==> config.mk <==
export PLATFORM = sky130hd
export DESIGN_NAME = rabbit_serial_rx_flat
export DESIGN_NICKNAME = d
export VERILOG_FILES = /design/src/rtl/rabbit_serial_rx_if.sv /design/src/rtl/rabbit_serial_rx.sv /design/src/flat_wrapper.sv
export SDC_FILE = /design/constraint.sdc
export NUM_CORES = 1
export LEC_CHECK = 0
export ABC_CLOCK_PERIOD_IN_PS = 2500
export BUFFER_PORTS_ARGS = -buffer_cell sky130_fd_sc_hd__buf_4
export CAP_MARGIN = 20
export CORE_ASPECT_RATIO = 0.9
export CORE_UTILIZATION = 39
export DETAILED_ROUTE_END_ITERATION = 16
export GPL_TIMING_DRIVEN = 1
export SLEW_MARGIN = 10
export SYNTH_ARGS = -nofsm -noshare
export SYNTH_HDL_FRONTEND = slang
export SYNTH_SLANG_ARGS = --single-unit
==> constraint.sdc <==
create_clock -name ten_MHz_ext -period 2.5 [get_ports ten_MHz_ext]
set_input_delay 0.25 -clock ten_MHz_ext [delete_from_list [all_inputs] [get_ports ten_MHz_ext]]
set_output_delay 0.25 -clock ten_MHz_ext [all_outputs]
set_load 0.02 [all_outputs]
==> src/rtl/rabbit_serial_rx_if.sv <==
// rabbit_serial_rx_if
// Groups the Rabbit serial pins and the downstream frame handshake into one bundle.
//
// Signals:
//   SCLK_PE_3    asynchronous serial clock from the Rabbit; data is valid on its rising edge
//   SDIO_PE_5    asynchronous serial data from the Rabbit
//   frame_ready  downstream DDS serializer accepts the held frame
//   frame_data   last complete frame; index 0 is the first bit received
//   frame_valid  frame_data holds a frame that has not been accepted yet
//   busy         a frame is partially received
//   frame_error  one-cycle pulse on timeout, overrun or parity failure
//
// Modports:
//   master  the Rabbit / downstream side; drives the pins and frame_ready
//   slave   the receiver; drives the frame outputs
interface rabbit_serial_rx_if #(
    parameter int FRAME_BITS = 184
);
    logic                  SCLK_PE_3;
    logic                  SDIO_PE_5;
    logic                  frame_ready;
    logic [0:FRAME_BITS-1] frame_data;
    logic                  frame_valid;
    logic                  busy;
    logic                  frame_error;

    modport master (
        output SCLK_PE_3, SDIO_PE_5, frame_ready,
        input  frame_data, frame_valid, busy, frame_error
    );

    modport slave (
        input  SCLK_PE_3, SDIO_PE_5, frame_ready,
        output frame_data, frame_valid, busy, frame_error
    );
endinterface

==> src/rtl/rabbit_serial_rx.sv <==
// rabbit_serial_rx
// Receives fixed-length frames from the Rabbit over an asynchronous SCLK/SDIO
// pair. It oversamples both pins with ten_MHz_ext and holds the last complete
// frame for the downstream DDS serializer.
//
// Parameters:
//   FRAME_BITS      payload bits per frame
//   TIMEOUT_CYCLES  maximum clock cycles allowed between SCLK rising edges inside a frame
//   SYNC_STAGES     synchronizer depth (2 or 3)
//
// Ports:
//   ten_MHz_ext  sole clock; all logic runs on its rising edge
//   reset        synchronous, active-high reset
//   rx_if        rabbit_serial_rx_if.slave (serial pins in, frame handshake out)
//
// Optional feature:
//   Define RABBIT_RX_PARITY_EN to add one trailing even-parity bit to every frame.
//   A frame with bad parity is dropped and frame_error pulses.
module rabbit_serial_rx #(
    parameter int FRAME_BITS     = 184,
    parameter int TIMEOUT_CYCLES = 2000,
    parameter int SYNC_STAGES    = 2
) (
    input logic               ten_MHz_ext,
    input logic               reset,
    rabbit_serial_rx_if.slave rx_if
);

`ifdef RABBIT_RX_PARITY_EN
    localparam int SHIFT_BITS = FRAME_BITS + 1;
`else
    localparam int SHIFT_BITS = FRAME_BITS;
`endif
    localparam int CNT_W  = $clog2(FRAME_BITS + 1);
    localparam int IDLE_W = $clog2(TIMEOUT_CYCLES + 1);
    localparam logic [CNT_W-1:0]  LAST_BIT    = CNT_W'(SHIFT_BITS - 1);
    localparam logic [IDLE_W-1:0] TIMEOUT_VAL = IDLE_W'(TIMEOUT_CYCLES);

    typedef enum logic [1:0] {IDLE, SHIFT, DONE} state_t;

    state_t                 state_q, state_d;
    logic [SYNC_STAGES-1:0] sclk_sync_q, sclk_sync_d;
    logic [SYNC_STAGES-1:0] sdio_sync_q, sdio_sync_d;
    logic                   sclk_prev_q, sclk_prev_d;
    logic [CNT_W-1:0]       bit_cnt_q, bit_cnt_d;
    logic [IDLE_W-1:0]      idle_cnt_q, idle_cnt_d;
    logic [0:SHIFT_BITS-1]  shift_q, shift_d;
    logic [0:FRAME_BITS-1]  frame_data_q, frame_data_d;
    logic                   frame_valid_q, frame_valid_d;
    logic                   frame_error_q, frame_error_d;

    logic sclk_s;
    logic sdio_s;
    logic sclk_edge;
    logic frame_good;

    // SDIO runs through the same number of stages as SCLK, so the data bit
    // seen at the detected edge is the one that was on the pin with that edge.
    assign sclk_s    = sclk_sync_q[SYNC_STAGES-1];
    assign sdio_s    = sdio_sync_q[SYNC_STAGES-1];
    assign sclk_edge = sclk_s & ~sclk_prev_q;

`ifdef RABBIT_RX_PARITY_EN
    // Payload plus parity bit must contain an even number of ones.
    assign frame_good = ~(^shift_q);
`else
    assign frame_good = 1'b1;
`endif

    // State register and all datapath flops.
    always_ff @(posedge ten_MHz_ext) begin
        if (reset) begin
            state_q       <= IDLE;
            sclk_sync_q   <= '0;
            sdio_sync_q   <= '0;
            sclk_prev_q   <= 1'b0;
            bit_cnt_q     <= '0;
            idle_cnt_q    <= '0;
            shift_q       <= '0;
            frame_data_q  <= '0;
            frame_valid_q <= 1'b0;
            frame_error_q <= 1'b0;
        end else begin
            state_q       <= state_d;
            sclk_sync_q   <= sclk_sync_d;
            sdio_sync_q   <= sdio_sync_d;
            sclk_prev_q   <= sclk_prev_d;
            bit_cnt_q     <= bit_cnt_d;
            idle_cnt_q    <= idle_cnt_d;
            shift_q       <= shift_d;
            frame_data_q  <= frame_data_d;
            frame_valid_q <= frame_valid_d;
            frame_error_q <= frame_error_d;
        end
    end

    // Next-state logic for the synchronizers, the receive FSM and the holding register.
    always_comb begin
        state_d       = state_q;
        sclk_sync_d   = {sclk_sync_q[SYNC_STAGES-2:0], rx_if.SCLK_PE_3};
        sdio_sync_d   = {sdio_sync_q[SYNC_STAGES-2:0], rx_if.SDIO_PE_5};
        sclk_prev_d   = sclk_s;
        bit_cnt_d     = bit_cnt_q;
        idle_cnt_d    = idle_cnt_q;
        shift_d       = shift_q;
        frame_data_d  = frame_data_q;
        frame_valid_d = frame_valid_q;
        frame_error_d = 1'b0;

        // The idle counter saturates so that it can never wrap back below the limit.
        if (sclk_edge) begin
            idle_cnt_d = '0;
        end else if (idle_cnt_q != TIMEOUT_VAL) begin
            idle_cnt_d = idle_cnt_q + 1'b1;
        end

        // The downstream accept clears the holding register; a frame finishing
        // in DONE during this same cycle overrides the clear below.
        if (frame_valid_q && rx_if.frame_ready) begin
            frame_valid_d = 1'b0;
        end

        case (state_q)
            IDLE: begin
                bit_cnt_d = '0;
                if (sclk_edge) begin
                    shift_d[0] = sdio_s;
                    bit_cnt_d  = CNT_W'(1);
                    state_d    = (LAST_BIT == '0) ? DONE : SHIFT;
                end
            end
            SHIFT: begin
                if (sclk_edge) begin
                    shift_d[bit_cnt_q] = sdio_s;
                    if (bit_cnt_q == LAST_BIT) begin
                        state_d = DONE;
                    end else begin
                        bit_cnt_d = bit_cnt_q + 1'b1;
                    end
                end else if (idle_cnt_q == TIMEOUT_VAL) begin
                    frame_error_d = 1'b1;
                    bit_cnt_d     = '0;
                    state_d       = IDLE;
                end
            end
            DONE: begin
                state_d   = IDLE;
                bit_cnt_d = '0;
                if (!frame_good) begin
                    frame_error_d = 1'b1;
                end else if (!frame_valid_q || rx_if.frame_ready) begin
                    frame_data_d  = shift_q[0:FRAME_BITS-1];
                    frame_valid_d = 1'b1;
                end else begin
                    frame_error_d = 1'b1;
                end
            end
            default: begin
                state_d   = IDLE;
                bit_cnt_d = '0;
            end
        endcase
    end

    assign rx_if.frame_data  = frame_data_q;
    assign rx_if.frame_valid = frame_valid_q;
    assign rx_if.busy        = (state_q == SHIFT);
    assign rx_if.frame_error = frame_error_q;

endmodule
==> src/flat_wrapper.sv <==
// flat-port wrapper written by rule: the top's interface ports become plain ports
module rabbit_serial_rx_flat 
#(
    parameter int FRAME_BITS     = 184,
    parameter int TIMEOUT_CYCLES = 2000,
    parameter int SYNC_STAGES    = 2
)
  (ten_MHz_ext, reset, rx_if_SCLK_PE_3, rx_if_SDIO_PE_5, rx_if_frame_ready, rx_if_frame_data, rx_if_frame_valid, rx_if_busy, rx_if_frame_error);
  rabbit_serial_rx_if #(.FRAME_BITS(FRAME_BITS)) rx_if_i ();
  input logic ten_MHz_ext;
  input logic reset;
  input wire logic [$bits(rx_if_i.SCLK_PE_3)-1:0] rx_if_SCLK_PE_3;
  input wire logic [$bits(rx_if_i.SDIO_PE_5)-1:0] rx_if_SDIO_PE_5;
  input wire logic [$bits(rx_if_i.frame_ready)-1:0] rx_if_frame_ready;
  output wire logic [$bits(rx_if_i.frame_data)-1:0] rx_if_frame_data;
  output wire logic [$bits(rx_if_i.frame_valid)-1:0] rx_if_frame_valid;
  output wire logic [$bits(rx_if_i.busy)-1:0] rx_if_busy;
  output wire logic [$bits(rx_if_i.frame_error)-1:0] rx_if_frame_error;
  assign rx_if_i.SCLK_PE_3 = rx_if_SCLK_PE_3;
  assign rx_if_i.SDIO_PE_5 = rx_if_SDIO_PE_5;
  assign rx_if_i.frame_ready = rx_if_frame_ready;
  assign rx_if_frame_data = rx_if_i.frame_data;
  assign rx_if_frame_valid = rx_if_i.frame_valid;
  assign rx_if_busy = rx_if_i.busy;
  assign rx_if_frame_error = rx_if_i.frame_error;
  rabbit_serial_rx #(.FRAME_BITS(FRAME_BITS), .TIMEOUT_CYCLES(TIMEOUT_CYCLES), .SYNC_STAGES(SYNC_STAGES)) u_core (.ten_MHz_ext(ten_MHz_ext), .reset(reset), .rx_if(rx_if_i));
endmodule
* Yosys cells after proc, flatten, opt, wreduce, memory -nomap -nowiden
Index checks and enable logic that the tools add are counted.
** Cells by class
- Add/subtract/negate cells :: 2
- Multiply operators :: 0
- Div/mod/pow operators :: 0
- Order comparisons :: 2
- Eq/ne operators :: 10
- Shift-type cells :: 0
- Mux-type cells :: 23
- Bitwise gates (word level) :: 3
- Reductions and logical operators :: 12
** Operators with widths (count)
- $bwmux 184 :: 1
- $mux 184 :: 1
- $mux 8 :: 3
- $pmux 8 s2 :: 1
- $add 11x1->11 const B :: 1
- $eq 11x11->1 const B :: 1
- $ne 11x11->1 const B :: 1
- $ge 9x9->1 const B :: 1
- $lt 9x1->1 const B :: 1
- $mux 1 :: 9
- $not 8->9 :: 1
- $add 8x1->8 const B :: 1
- $demux 1 s8 :: 1
- $eq 8x8->1 const B :: 1
- $mux 2 :: 4
- $ne 3x3->1 const B :: 2
- $reduce_and 2->1 :: 3
- $reduce_and 3->1 :: 2
- $ne 2x1->1 const B :: 2
- $pmux 1 s2 :: 2
- $pmux 2 s2 :: 1
- $ne 3x1->1 const B :: 1
- $eq 2x1->1 const B :: 1
- $eq 2x2->1 const B :: 1
- 8 further kinds :: 9
** Storage, ports and cells
- Register bits :: 396
- Latch bits :: 0
- Bits in writable memories :: 0
- ROM bits :: 0
- Input bits :: 5
- Output and inout port bits :: 187
- Memories kept :: 0

* Logic depth before layout (Yosys ltp)
Gate-level depths: netlist of the first run.
- Depth after elaboration :: 8
- Depth in mapped cells :: 9
- Mapped depth without buffers :: 6

* Worst setup path after synthesis of the first run
OpenSTA, ideal clock, no wires.
- Path kind :: register to register
- Start :: register u_core.state_q[1]
- End :: register u_core.state_q[0]
- Library setup time :: 0.087 ns
- Data arrival time :: 1.969 ns
- Required time :: 2.413 ns
- Setup slack :: 0.443 ns
- Cell stages (with the launch flop) :: 10
- Buffers on the path :: 3
- Clock period less this slack :: 2.057 ns
- Cells stage by stage :: dfxtp_1 -> inv_1 -> ha_1 -> buf_2 -> and3b_1 -> clkbuf_1 -> buf_2 -> o21a_1 -> or4b_1 -> o31ai_1
** Between the ends
- Cells in the longest elaborated chain, start to end :: 3
** RTL lines
- from (decl) :: line rabbit_serial_rx.sv:41 : state_t state_q, state_d;
- from (signal assigned) :: line rabbit_serial_rx.sv:84 : state_q <= state_d;
- $eq 2x1->1 *
- net rx_if_busy :: line flat_wrapper.sv:17 : output wire logic [$bits(rx_if_i.busy)-1:0] rx_if_busy;
- $ne 3x3->1 (no source line) or $ne 3x1->1 (tied branches)
- $reduce_and 3->1 (no source line)
Mark *: on every way through the listed nets, which the timed path passes. The rest lies on a longest branch.
A chain may end at the register's enable or synchronous reset.

* Worst setup path in the final report of the first run
- Start :: register u_core.bit_cnt_q[0]
- End :: register u_core.state_q[1]
** Between the ends
- Cells in the longest elaborated chain, start to end :: 3
** RTL lines
- from (decl) :: line rabbit_serial_rx.sv:45 : logic [CNT_W-1:0] bit_cnt_q, bit_cnt_d;
- from (signal assigned) :: line rabbit_serial_rx.sv:88 : bit_cnt_q <= bit_cnt_d;
- $eq 8x8->1 :: line rabbit_serial_rx.sv:135 : if (bit_cnt_q == LAST_BIT) begin
- $ne 3x3->1 (no source line)
- $reduce_and 3->1 (no source line)
Every way passes these cells.

==> results of run 1 <==
-- stage by stage --
stage / utilization [%] / instances
floorplan: - / 1867
global placement: 45.5 / 2442
detailed placement: 45.5 / 2442
CTS: 49.4 / 2520
global route: 49.4 / 2520
finish: 49.4 / 2521
-- logic make-up (layout without fill, tap and decap cells) --
kind of cell | after synthesis | after routing | synth area share, %
simple gates | 694 | 694 | 20.7
fa+ha+maj | 9 | 9 | 0.758
flops | 396 | 396 | 53.3
other cells | 0 | 1 | 0
buf+inv | 182 | 352 | 4.68
xor+xnor | 9 | 9 | 0.530
mux | 1 | 1 | 0.101
compound gates | 576 | 576 | 19.9
-- synthesized netlist by cell type, types with 2 or more instances --
library cell	instances	area, um2
inv_1	8	30.0
a311oi_1	5	43.8
nor2_1	31	116
dfxtp_1	396	7930
nand2b_1	9	56.3
nand4_1	3	18.8
xnor2_1	4	35.0
o31ai_1	3	22.5
nor2b_1	12	75.1
clkbuf_1	162	608
nand3b_1	3	22.5
xor2_1	5	43.8
and3_1	2	12.5
nand3_1	202	1010
a21oi_1	375	1880
and2_1	6	37.5
ha_1	9	113
buf_2	10	50.1
nand2_1	387	1450
or2_2	8	50.1
buf_1	2	7.51
or3_1	2	12.5
o21ai_0	185	926
nand4b_1	5	43.8
nor3_1	12	60.1
-- worst paths after layout --
kind / start / to / slack [ns]
setup / recovery: u_core.bit_cnt_q[0]$_SDFFE_PP0P_ / u_core.state_q[1]$_SDFFE_PP0P_ / 0.32
hold / removal: rx_if_frame_ready / u_core.rx_if.frame_valid$_SDFF_PP0_ / 0.16
setup reg to reg: u_core.bit_cnt_q[0]$_SDFFE_PP0P_ / u_core.state_q[1]$_SDFFE_PP0P_ / 0.32
hold reg to reg: u_core.sdio_sync_q[0]$_SDFF_PP0_ / u_core.sdio_sync_q[1]$_SDFF_PP0_ / 0.44
-- worst max-delay path: cells and delay by family (launching register included) --
kind / cells / cell delay (ns)
AO/OA/AOI/OAI: 1 / 0.07
flip-flops: 1 / 0.41
AND/OR/NAND/NOR: 3 / 1.23
adder cells (fa/ha/maj): 1 / 0.37
-- placed cells by master, fill, tap and decap left out, types with 11 or more instances in the layout --
master	instances
dfxtp_1	395
nand2_1	387
a21oi_1	375
buf_4	252
nand3_1	202
o21ai_0	185
clkbuf_16	43
nor2_1	31
clkbuf_1	13
buf_12	13
nor2b_1	11
-- report_power, final --
part	leakage, nW	switching [mW]	internal, mW
clock	0.694	2.55	3.93
sequential	3.19	0.0190	6.32
combinational	2.52	0.160	0.0525
total	6.40	2.73	10.3
-- layer usage --
metal	wire, um	vias to the layer above
li1	-	6647
met1	22600	6624
met2	22600	554
met3	3280	95
met4	1500	0
met5	0	-
-- flip-flops by register name, summed over array words and instances (netlist names) --
signal,count
u_core.rx_if.frame_data,184
u_core.shift_q,184
u_core.idle_cnt_q,11
u_core.bit_cnt_q,8
u_core.sclk_sync_q,2
u_core.sdio_sync_q,2
u_core.state_q,2
u_core.rx_if.frame_error,1
u_core.rx_if.frame_valid,1
u_core.sclk_prev_q,1
-- layout make-up --
type                            count  area, um2
Multi-Input combinational cell   1289       6270
Antenna cell                        1       2.50
Fill cell                        3627      18900
Clock inverter                     12        198
Clock buffer                       64       1230
Timing Repair Buffer              268       2190
Sequential cell                   396       7930
Tap cell                          483        604
Inverter                            8       30.0
==> results.md, run 1 <==
- Status: finished clean
- Async SR Flop Fraction: 0%
- Hold Fails Final Rpt: 0
- Post-Syn Instances: 1,867
- Clk_lat worst skew: 0.54 ns
- Crit-path max FO: 13
- Cts hold-fix bufs: 2
- Dpl ws: 0.393 ns
- Final Power: 13.0 mW
- GRT met2 Usage: 39.2%
- Met1 Resource Use GR: 35.0%
- Total track usage: between 20% and 30%
- Placed Area: 17,000 um2
- Max VDD drop: about 0.51 mV
- Pre-antenna DRT Iters: 5
- Nets: 2,018
- Hold slack: 0.156 ns
- Slowest CP cell: or3_1
- Grt met3 use: 3.96%
- # rows: 67
- Final period utilization: 87.3%
- Core ar.: 37,400 um2
- Slew margin rel.: a little over half
- # Max-Cap Violations: 0
- H-tree levels: 2
- Post-synthesis register bit count: around 400
- Cell depth of the worst min-delay path: 5
- Fin crit period: ~2.2 ns
- CTS tree: done
- First-pass GRT wire length: 77,000 um
- Worst min path class: input pin to flop
- Buffers on Ports: 191
- Post-route setup slack: 0.317 ns
- Drt via density: roughly 5.5
- Cts repair resizes: 0
- Number of flops mapped to enable cells by yosys: 0
- Netlist Area Pre-Place: roughly 15,000 um2
- Initial Util: 39.7%
- Critical-path cell list: ha_1, nand3b_1, or3_1, or3_1, o31ai_1
- PD cells: 706 nW/um2
- Static leakage: 6.40 nW
- Setup TNS: 0 ns
- Setup Crit Path Kind: flop to flop
- CTS clk-pin slew, worst paths: around 0.060 ns
- CP startpoint kind: flop
- Die Area: 38,900 um2
- Post-CTS setup buffers: 0
- Wire per inst: just under 20 um
- Gr busiest metal: met2
- Vias in the first global route: 13,191
- Sequential share of the synthesized area: 53.3%
- Layout Skew: 0.0117 ns
- Critical Path RT: just under 3 ns
- I/O pin cnt: 192
- Cell area after layout: around 18,000 um2
- Post-DP HPWL: 31,600 um
- Final ANT Viol Nets: 0
- GP Congestion: 0.915
- Setup violations, final: 0
- Starting DRT DRC Count: roughly 1,400
- Synth cell types: 46
- Worst path most repeated cell: or3_1
- # DRC: 0
- Die W: 208 um
- Syn_nets: 1,881
- Final wirelength: 50,000 um
- Endpoint type of the worst setup path: flop
- Die span in y: 187 um
- Clock tree buffer depth: 3
- RSZ-0062 raised after global routing: no
- Crit path largest cell delay: 0.60 ns
- Synth-to-Final Area Change: 24.2%
- Worst-case reg-to-reg path depth: 5
- Sink Count: 396
- Congestion Overflow GR: 0
- Via count: 13,920
- Fmax: 458 MHz
- Critical path arrival: 2.63 ns
- Top_reg_cell synth: dfxtp_1
- Syn_area_per_cell: 7.96 um2
- Max Slew Vio Count: 0
- Layout cell share with drive strength beyond 1: 17.2%
- Worst Tran Pin Value: about 0.71 ns
- YS warnings: 0
- Antenna violations before repair: 0
- CTS buffer count: 41
- Pin count of the biggest net entering global routing: 100
- CTS root buf: clkbuf_16
(Power assumes the default switching activity.)
==> run 2, diff against run 1 <==
CORE_MARGIN = 5   (was not set)
HOLD_SLACK_MARGIN = 0.1   (was not set)
==> run 2 against run 1 <==
  * Critical path depth stayed put
  * Fmax decreased by 1.3%
  * Core utilization down 0.37 points
  * Worst hold slack worse by 0.024 ns
  * Sequential power hardly changed
  * Setup slack worse by 0.029 ns
  * Clock power is essentially flat
  * Clock skew increased by 0.0018 ns
  * First-iteration DRC count up 15%
  * Global-route usage fell by 2.2 points
==> results.md, run 2 (synthesis results as in run 1) <==
- Status: finished clean
- Final wirelength: 51,000 um (+2.0%)
- Max VDD drop: 0.406 mV (-20%)
- Sequential share of power: 48.7% (about the same)
- Antenna violations before repair: 0 (unchanged)
- CTS clk-pin slew, worst paths: 0.06 ns (about the same)
- Worst path most repeated cell: or3_1
- Pin count of the biggest net entering global routing: 130 (+30%)
- Critical-path cell list: ha_1, nand3b_1, or3_1, or3_1, o31ai_1
- Layout cell share with drive strength beyond 1: 17.1% (-0.17 points)
- Endpoint type of the worst setup path: flop
- RSZ-0062 raised after global routing: no
- Die W: 216 um (+3.9%)
- Levels on crit path: 5 (unchanged)
- Setup violations, final: 0 (unchanged)
- Vias in the first global route: 13,051 (-1.1%)
- CP startpoint kind: flop
- ANT cells: 0 (-1)
- Core ar.: 37,500 um2 (+0.22%)
- Pre-antenna DRT Iters: 6 (+1)
- Nets: 2,016 (-0.099%)
- Clock tree buffer depth: 3 (unchanged)
- Post-CTS setup buffers: 0 (unchanged)
- Post-DP HPWL: 32,500 um (+2.6%)
- Starting DRT DRC Count: 1,616 (+15%)
- CTS root buf: clkbuf_16
- Via count: 13,939 (+0.14%)
- Wire per inst: 20.3 um (+2.2%)
- CP startpoint: u_core.bit_cnt_q[1]$_SDFFE_PP0P_
- Die Area: 42,100 um2 (+8.3%)
- Max Slew Vio Count: 0 (unchanged)
- CP bufs+invs: 0 (unchanged)
- Commonest non-fill, non-tap cell in the layout: dfxtp_1
- Comb pwr share: 1.6% (about the same)
- Final cell count without fillers: 2,517 (-0.16%)
- Static leakage: 6.37 nW (-0.51%)
- Clk_lat worst skew: 0.55 ns (about the same)
- Post-Place Cells: 2,438 (-0.16%)
- Total track usage: 22.9% (-2.2 points)
- Fin crit period: 2.21 ns (+0.0293 ns)
- Synth-to-Final Area Change: 23.5%
- Setup Crit Path Kind: flop to flop
- Final period utilization: 88.5% (+1.2 points)
- Sink Count: 396 (unchanged)
- # DRC: 0 (unchanged)
- Net Sw Power: 2.75 mW (+0.52%)
- Critical Path RT: 2.95 ns (about the same)
- Worst r2r src: u_core.bit_cnt_q[1]$_SDFFE_PP0P_
- Dpl ws: 0.355 ns (-0.0379 ns)
- # Max-Cap Violations: 0 (unchanged)
- PD cells: 708 nW/um2 (+0.26%)
- Slew margin rel.: 46.0% (-6.9 points)
- R2R Path End: u_core.state_q[1]$_SDFFE_PP0P_
- Commonest non-fill, non-tap cells in the layout: dfxtp_1 (395), nand2_1 (387), a21oi_1 (375), buf_4 (253), nand3_1 (202)
- Congestion Overflow GR: 0 (unchanged)
- Drt via density: 5.54 (+0.30%)
- Final ANT Viol Nets: 0 (unchanged)
- CP endpoint: u_core.state_q[1]$_SDFFE_PP0P_
- # rows: 67 (unchanged)
- I/O pin cnt: 192 (unchanged)
- Hold slack: 0.133 ns (-0.0237 ns)
- GP Congestion: 0.858 (-6.2%)
- Net Sw Frac: 21.1% (+0.17 points)
- Slowest CP cell: or3_1
- Fmax: 452 MHz (-1.3%)
- Crit-path max FO: 13 (unchanged)
- Fill count: 3,646 (+0.52%)
- Worst Tran Pin Value: 0.811 ns (+0.104 ns)
- Clock Power Share: 49.6% (about the same)
- Critical path arrival: 2.66 ns (+0.03 ns)
- Cts hold-fix bufs: 2 (unchanged)
- Post-route setup slack: 0.288 ns (-0.0293 ns)
- Setup TNS: 0 ns (unchanged)
- Initial Util: 39.7% (-0.089 points)
- Die span in y: 195 um (+4.3%)
- Worst min path class: input pin to flop
- CTS tree: done
- P_int: 10.2 mW (-0.48%)
- Worst path top cell family by delay: simple AND/OR/NAND/NOR gates
- CTS buffer count: 43 (+4.9%)
- H-tree levels: 2 (unchanged)
- Buffers on Ports: 191 (unchanged)
- First-pass GRT wire length: 77,600 um (+0.76%)
- Layout Skew: 0.0135 ns (+0.00178 ns)
- Cts repair resizes: 0 (unchanged)
- Crit path largest cell delay: 0.66 ns (+0.06 ns)
- Hold Fails Final Rpt: 0 (unchanged)
- Worst-case reg-to-reg path depth: 5 (unchanged)
- R2r setup slk: 0.29 ns (-0.03 ns)
## run 2: final cells by class
type / instances / area, um2 / share of cell area, %
Timing Repair Buffer: 264 / 2090 / 11.4
Clock inverter: 9 / 126 / 0.688
Tap cell: 483 / 604 / 3.29
Sequential cell: 396 / 7930 / 43.2
Inverter: 8 / 30.0 / 0.164
Multi-Input combinational cell: 1289 / 6270 / 34.1
Clock buffer: 68 / 1300 / 7.10
## run 2: worst min-delay path, stage by stage
cell and delay [ns]:
buf_4 0.08, nor2b_1 0.10, nor2_1 0.14, nor2_1 0.05
## run 2: how the worst min path moves through the flow
stage / startpoint / to / slack (ns) / cells past startpoint
floorplan: rx_if_SCLK_PE_3 / u_core.sclk_sync_q[0]$_SDFF_PP0_ / 0.38 / 1
global placement: u_core.shift_q[123]$_SDFFE_PP0P_ / u_core.rx_if.frame_data[123]$_SDFFE_PP0P_ / 0.44 / 2
detailed placement: u_core.sdio_sync_q[0]$_SDFF_PP0_ / u_core.sdio_sync_q[1]$_SDFF_PP0_ / 0.44 / 1
CTS: rx_if_frame_ready / u_core.rx_if.frame_valid$_SDFF_PP0_ / 0.13 / 4
global route: rx_if_frame_ready / u_core.rx_if.frame_valid$_SDFF_PP0_ / 0.15 / 4
finish: rx_if_frame_ready / u_core.rx_if.frame_valid$_SDFF_PP0_ / 0.13 / 4
## run 2: metal layers
| layer | global-route usage [%] | up-vias | part of all wire (%) |
|---|---|---|---|
| met5 | 0 | - | 0 |
| met4 | 7.68 | 0 | 3.0 |
| met3 | 4.46 | 99 | 7.6 |
| met2 | 35.0 | 521 | 45 |
| met1 | 32.5 | 6689 | 44 |
| li1 | - | 6630 | - |
## run 2: stage by stage
step / total power [mW] / util (%) / cell area, um2
after floorplan: 6.62 / - / 14900
after global placement: 6.68 / 45.1 / 16900
after detailed placement: 6.68 / 45.1 / 16900
after CTS: 13.1 / 49.0 / 18400
after global routing: 13.4 / 49.0 / 18400
final: 13.0 / 49.0 / 18400
## run 2: power groups by stage
stage | Clock (mW) | Combinational [mW] | Sequential (mW)
after detailed placement | 0 | 0.206 | 6.47
after CTS | 6.55 | 0.209 | 6.33
after global routing | 6.81 | 0.227 | 6.33
after floorplan | 0 | 0.154 | 6.46
final | 6.45 | 0.212 | 6.33
after global placement | 0 | 0.204 | 6.47
==> run 3, diff against run 2 <==
CELL_PAD_IN_SITES_DETAIL_PLACEMENT = 1   (was not set)
CELL_PAD_IN_SITES_GLOBAL_PLACEMENT = 1   (was not set)
PLACE_DENSITY_LB_ADDON = 0.1   (was not set)
==> run 3 against run 2 <==
  * Critical path depth up 2
  * Final cell count up 0.75%
  * Sequential cell count unchanged
  * Highest routed layer unchanged
  * Largest cell class unchanged
  * Setup slack worse by 0.20 ns
  * Sequential power about the same
  * Wire length up 7.9%
  * Die area unchanged
  * Via count up 1.8%
  * Design area up 0.76%
  * Combinational power up 5%
  * Total power down 0.31%
==> results.md, run 3 (synthesis results as in run 1) <==
- Wire per inst: 21.7 um (+7.1%)
- First-pass GRT wire length: 84,900 um (+9.4%)
- RSZ-0062 raised after global routing: no
- Die span in y: 195 um (unchanged)
- GP Congestion: 0.878 (+2.4%)
- Final ANT Viol Nets: 0 (unchanged)
- CTS buffer count: 42 (-2.3%)
- Die W: 216 um (unchanged)
- Clock tree buffer depth: 3 (unchanged)
- CP startpoint kind: flop
- CP startpoint: u_core.state_q[1]$_SDFFE_PP0P_
- # DRC: 0 (unchanged)
- Total track usage: 25.0% (+2.2 points)
- Setup Crit Path Kind: flop to flop
- CTS root buf: clkbuf_16
- H-tree levels: 2 (unchanged)
- Fmax: 415 MHz (-8.3%)
- Layout Skew: 0.0174 ns (+0.00397 ns)
- Crit-path max FO: 11 (-2)
- Static leakage: 6.44 nW (+1.1%)
- Antenna violations before repair: 0 (unchanged)
- Cts repair resizes: 0 (unchanged)
- Post-Place Cells: 2,457 (+0.78%)
- Commonest non-fill, non-tap cell in the layout: dfxtp_1
- Final wirelength: 55,100 um (+7.9%)
- Buffers on Ports: 191 (unchanged)
- PD cells: 700 nW/um2 (-1.1%)
- Critical path arrival: 2.88 ns (+0.22 ns)
- Slew margin rel.: 42.0% (-3.9 points)
- CTS tree: done
- Commonest non-fill, non-tap cells in the layout: dfxtp_1 (395), nand2_1 (387), a21oi_1 (375), buf_4 (270), nand3_1 (202)
- Max VDD drop: 0.625 mV (+54%)
- Setup violations, final: 0 (unchanged)
- Final period utilization: 96.5% (+8.0 points)
- Vias in the first global route: 14,471 (+11%)
- Clk_lat worst skew: 0.55 ns (about the same)
- Congestion Overflow GR: 0 (unchanged)
- Initial Util: 39.7% (unchanged)
- Sink Count: 396 (unchanged)
- ANT cells: 0 (unchanged)
- Nets: 2,034 (+0.89%)
- Endpoint type of the worst setup path: flop
- I/O pin cnt: 192 (unchanged)
- Status: finished clean
- Fin crit period: 2.41 ns (+0.199 ns)
- Max Slew Vio Count: 0 (unchanged)
- Layout cell share with drive strength beyond 1: 17.7% (+0.67 points)
- Pre-antenna DRT Iters: 5 (-1)
- CTS clk-pin slew, worst paths: 0.07 ns (about the same)
- Worst Hold Launch: rx_if_frame_ready
- Core ar.: 37,500 um2 (unchanged)
- Post-DP HPWL: 35,700 um (+10%)
- Final cell count without fillers: 2,536 (+0.75%)
- # rows: 67 (unchanged)
- Critical Path RT: 2.97 ns (+0.02 ns)
- Worst r2r src: u_core.state_q[1]$_SDFFE_PP0P_
- Via count: 14,186 (+1.8%)
- Die Area: 42,100 um2 (unchanged)
- Worst min path class: input pin to flop
- Setup TNS: 0 ns (unchanged)
- Hold Fails Final Rpt: 0 (unchanged)
- Starting DRT DRC Count: 1,155 (-29%)
- Pin count of the biggest net entering global routing: 103 (-21%)
- # Max-Cap Violations: 0 (unchanged)
- Worst Tran Pin Value: 0.863 ns (+0.0525 ns)
- Drt via density: 5.59 (+1.0%)
- Synth-to-Final Area Change: 24.5%
## run 3: report_power, final
group	internal (mW)	total, mW	switching (mW)
Combinational	0.0508	0.222	0.171
Clock	3.79	6.40	2.60
Sequential	6.32	6.33	0.0164
Total	10.2	13.0	2.79
## run 3: critical path: stages, from the launching register on
cell and delay (ns):
dfxtp_1 0.32, inv_1 0.10, ha_1 0.39, nand4b_1 0.28, nor3_1 0.73, buf_4 0.27, nand3_1 0.10, a21oi_1 0.14
## run 3: path summary, 6_finish.rpt
| path | end | slack (ns) | cells after the start |
|---|---|---|---|
| max reg2reg | u_core.shift_q[161]$_SDFFE_PP0P_ | 0.09 | 7 |
| min reg2reg | u_core.sdio_sync_q[1]$_SDFF_PP0_ | 0.44 | 1 |
| min | u_core.rx_if.frame_valid$_SDFF_PP0_ | 0.14 | 5 |
| max | u_core.shift_q[161]$_SDFFE_PP0P_ | 0.09 | 7 |
## run 3: per-stage QoR
stage | power, mW | util (%) | hold WS (ns) | setup slack, ns | area (um2)
2_1_floorplan | 6.62 | - | 0.378 | 0.443 | 14900
3_3_place_gp | 6.69 | 45.6 | 0.428 | 0.271 | 17100
4_1_cts | 13.0 | 49.4 | 0.122 | 0.185 | 18500
5_1_grt | 13.3 | 49.4 | 0.145 | 0.00212 | 18500
6_report | 13.0 | 49.4 | 0.136 | 0.0886 | 18500
3_5_place_dp | 6.69 | 45.6 | 0.438 | 0.194 | 17100
## run 3: what timing repair did
item	CTS	global route
hold buffers	2	0
hold endpoints to repair	2	0
setup buffers	0	0
## run 3: routing by layer
metal | part of all wire (%) | GRT usage [%] | up-vias
li1 | - | - | 6668
met1 | 45 | 33.9 | 7028
met2 | 47 | 40.9 | 383
met3 | 5.1 | 4.51 | 107
met4 | 2.9 | 7.56 | 0
met5 | 0 | 0 | -
## run 3: area by class of cell
class / count / area, um2
tap: 483 / 604
multi-input combinational: 1289 / 6270
clock buffer: 67 / 1270
fill: 4503 / 19000
inverter: 8 / 30.0
clock inverter: 10 / 131
timing repair buffer: 283 / 2260
sequential: 396 / 7930
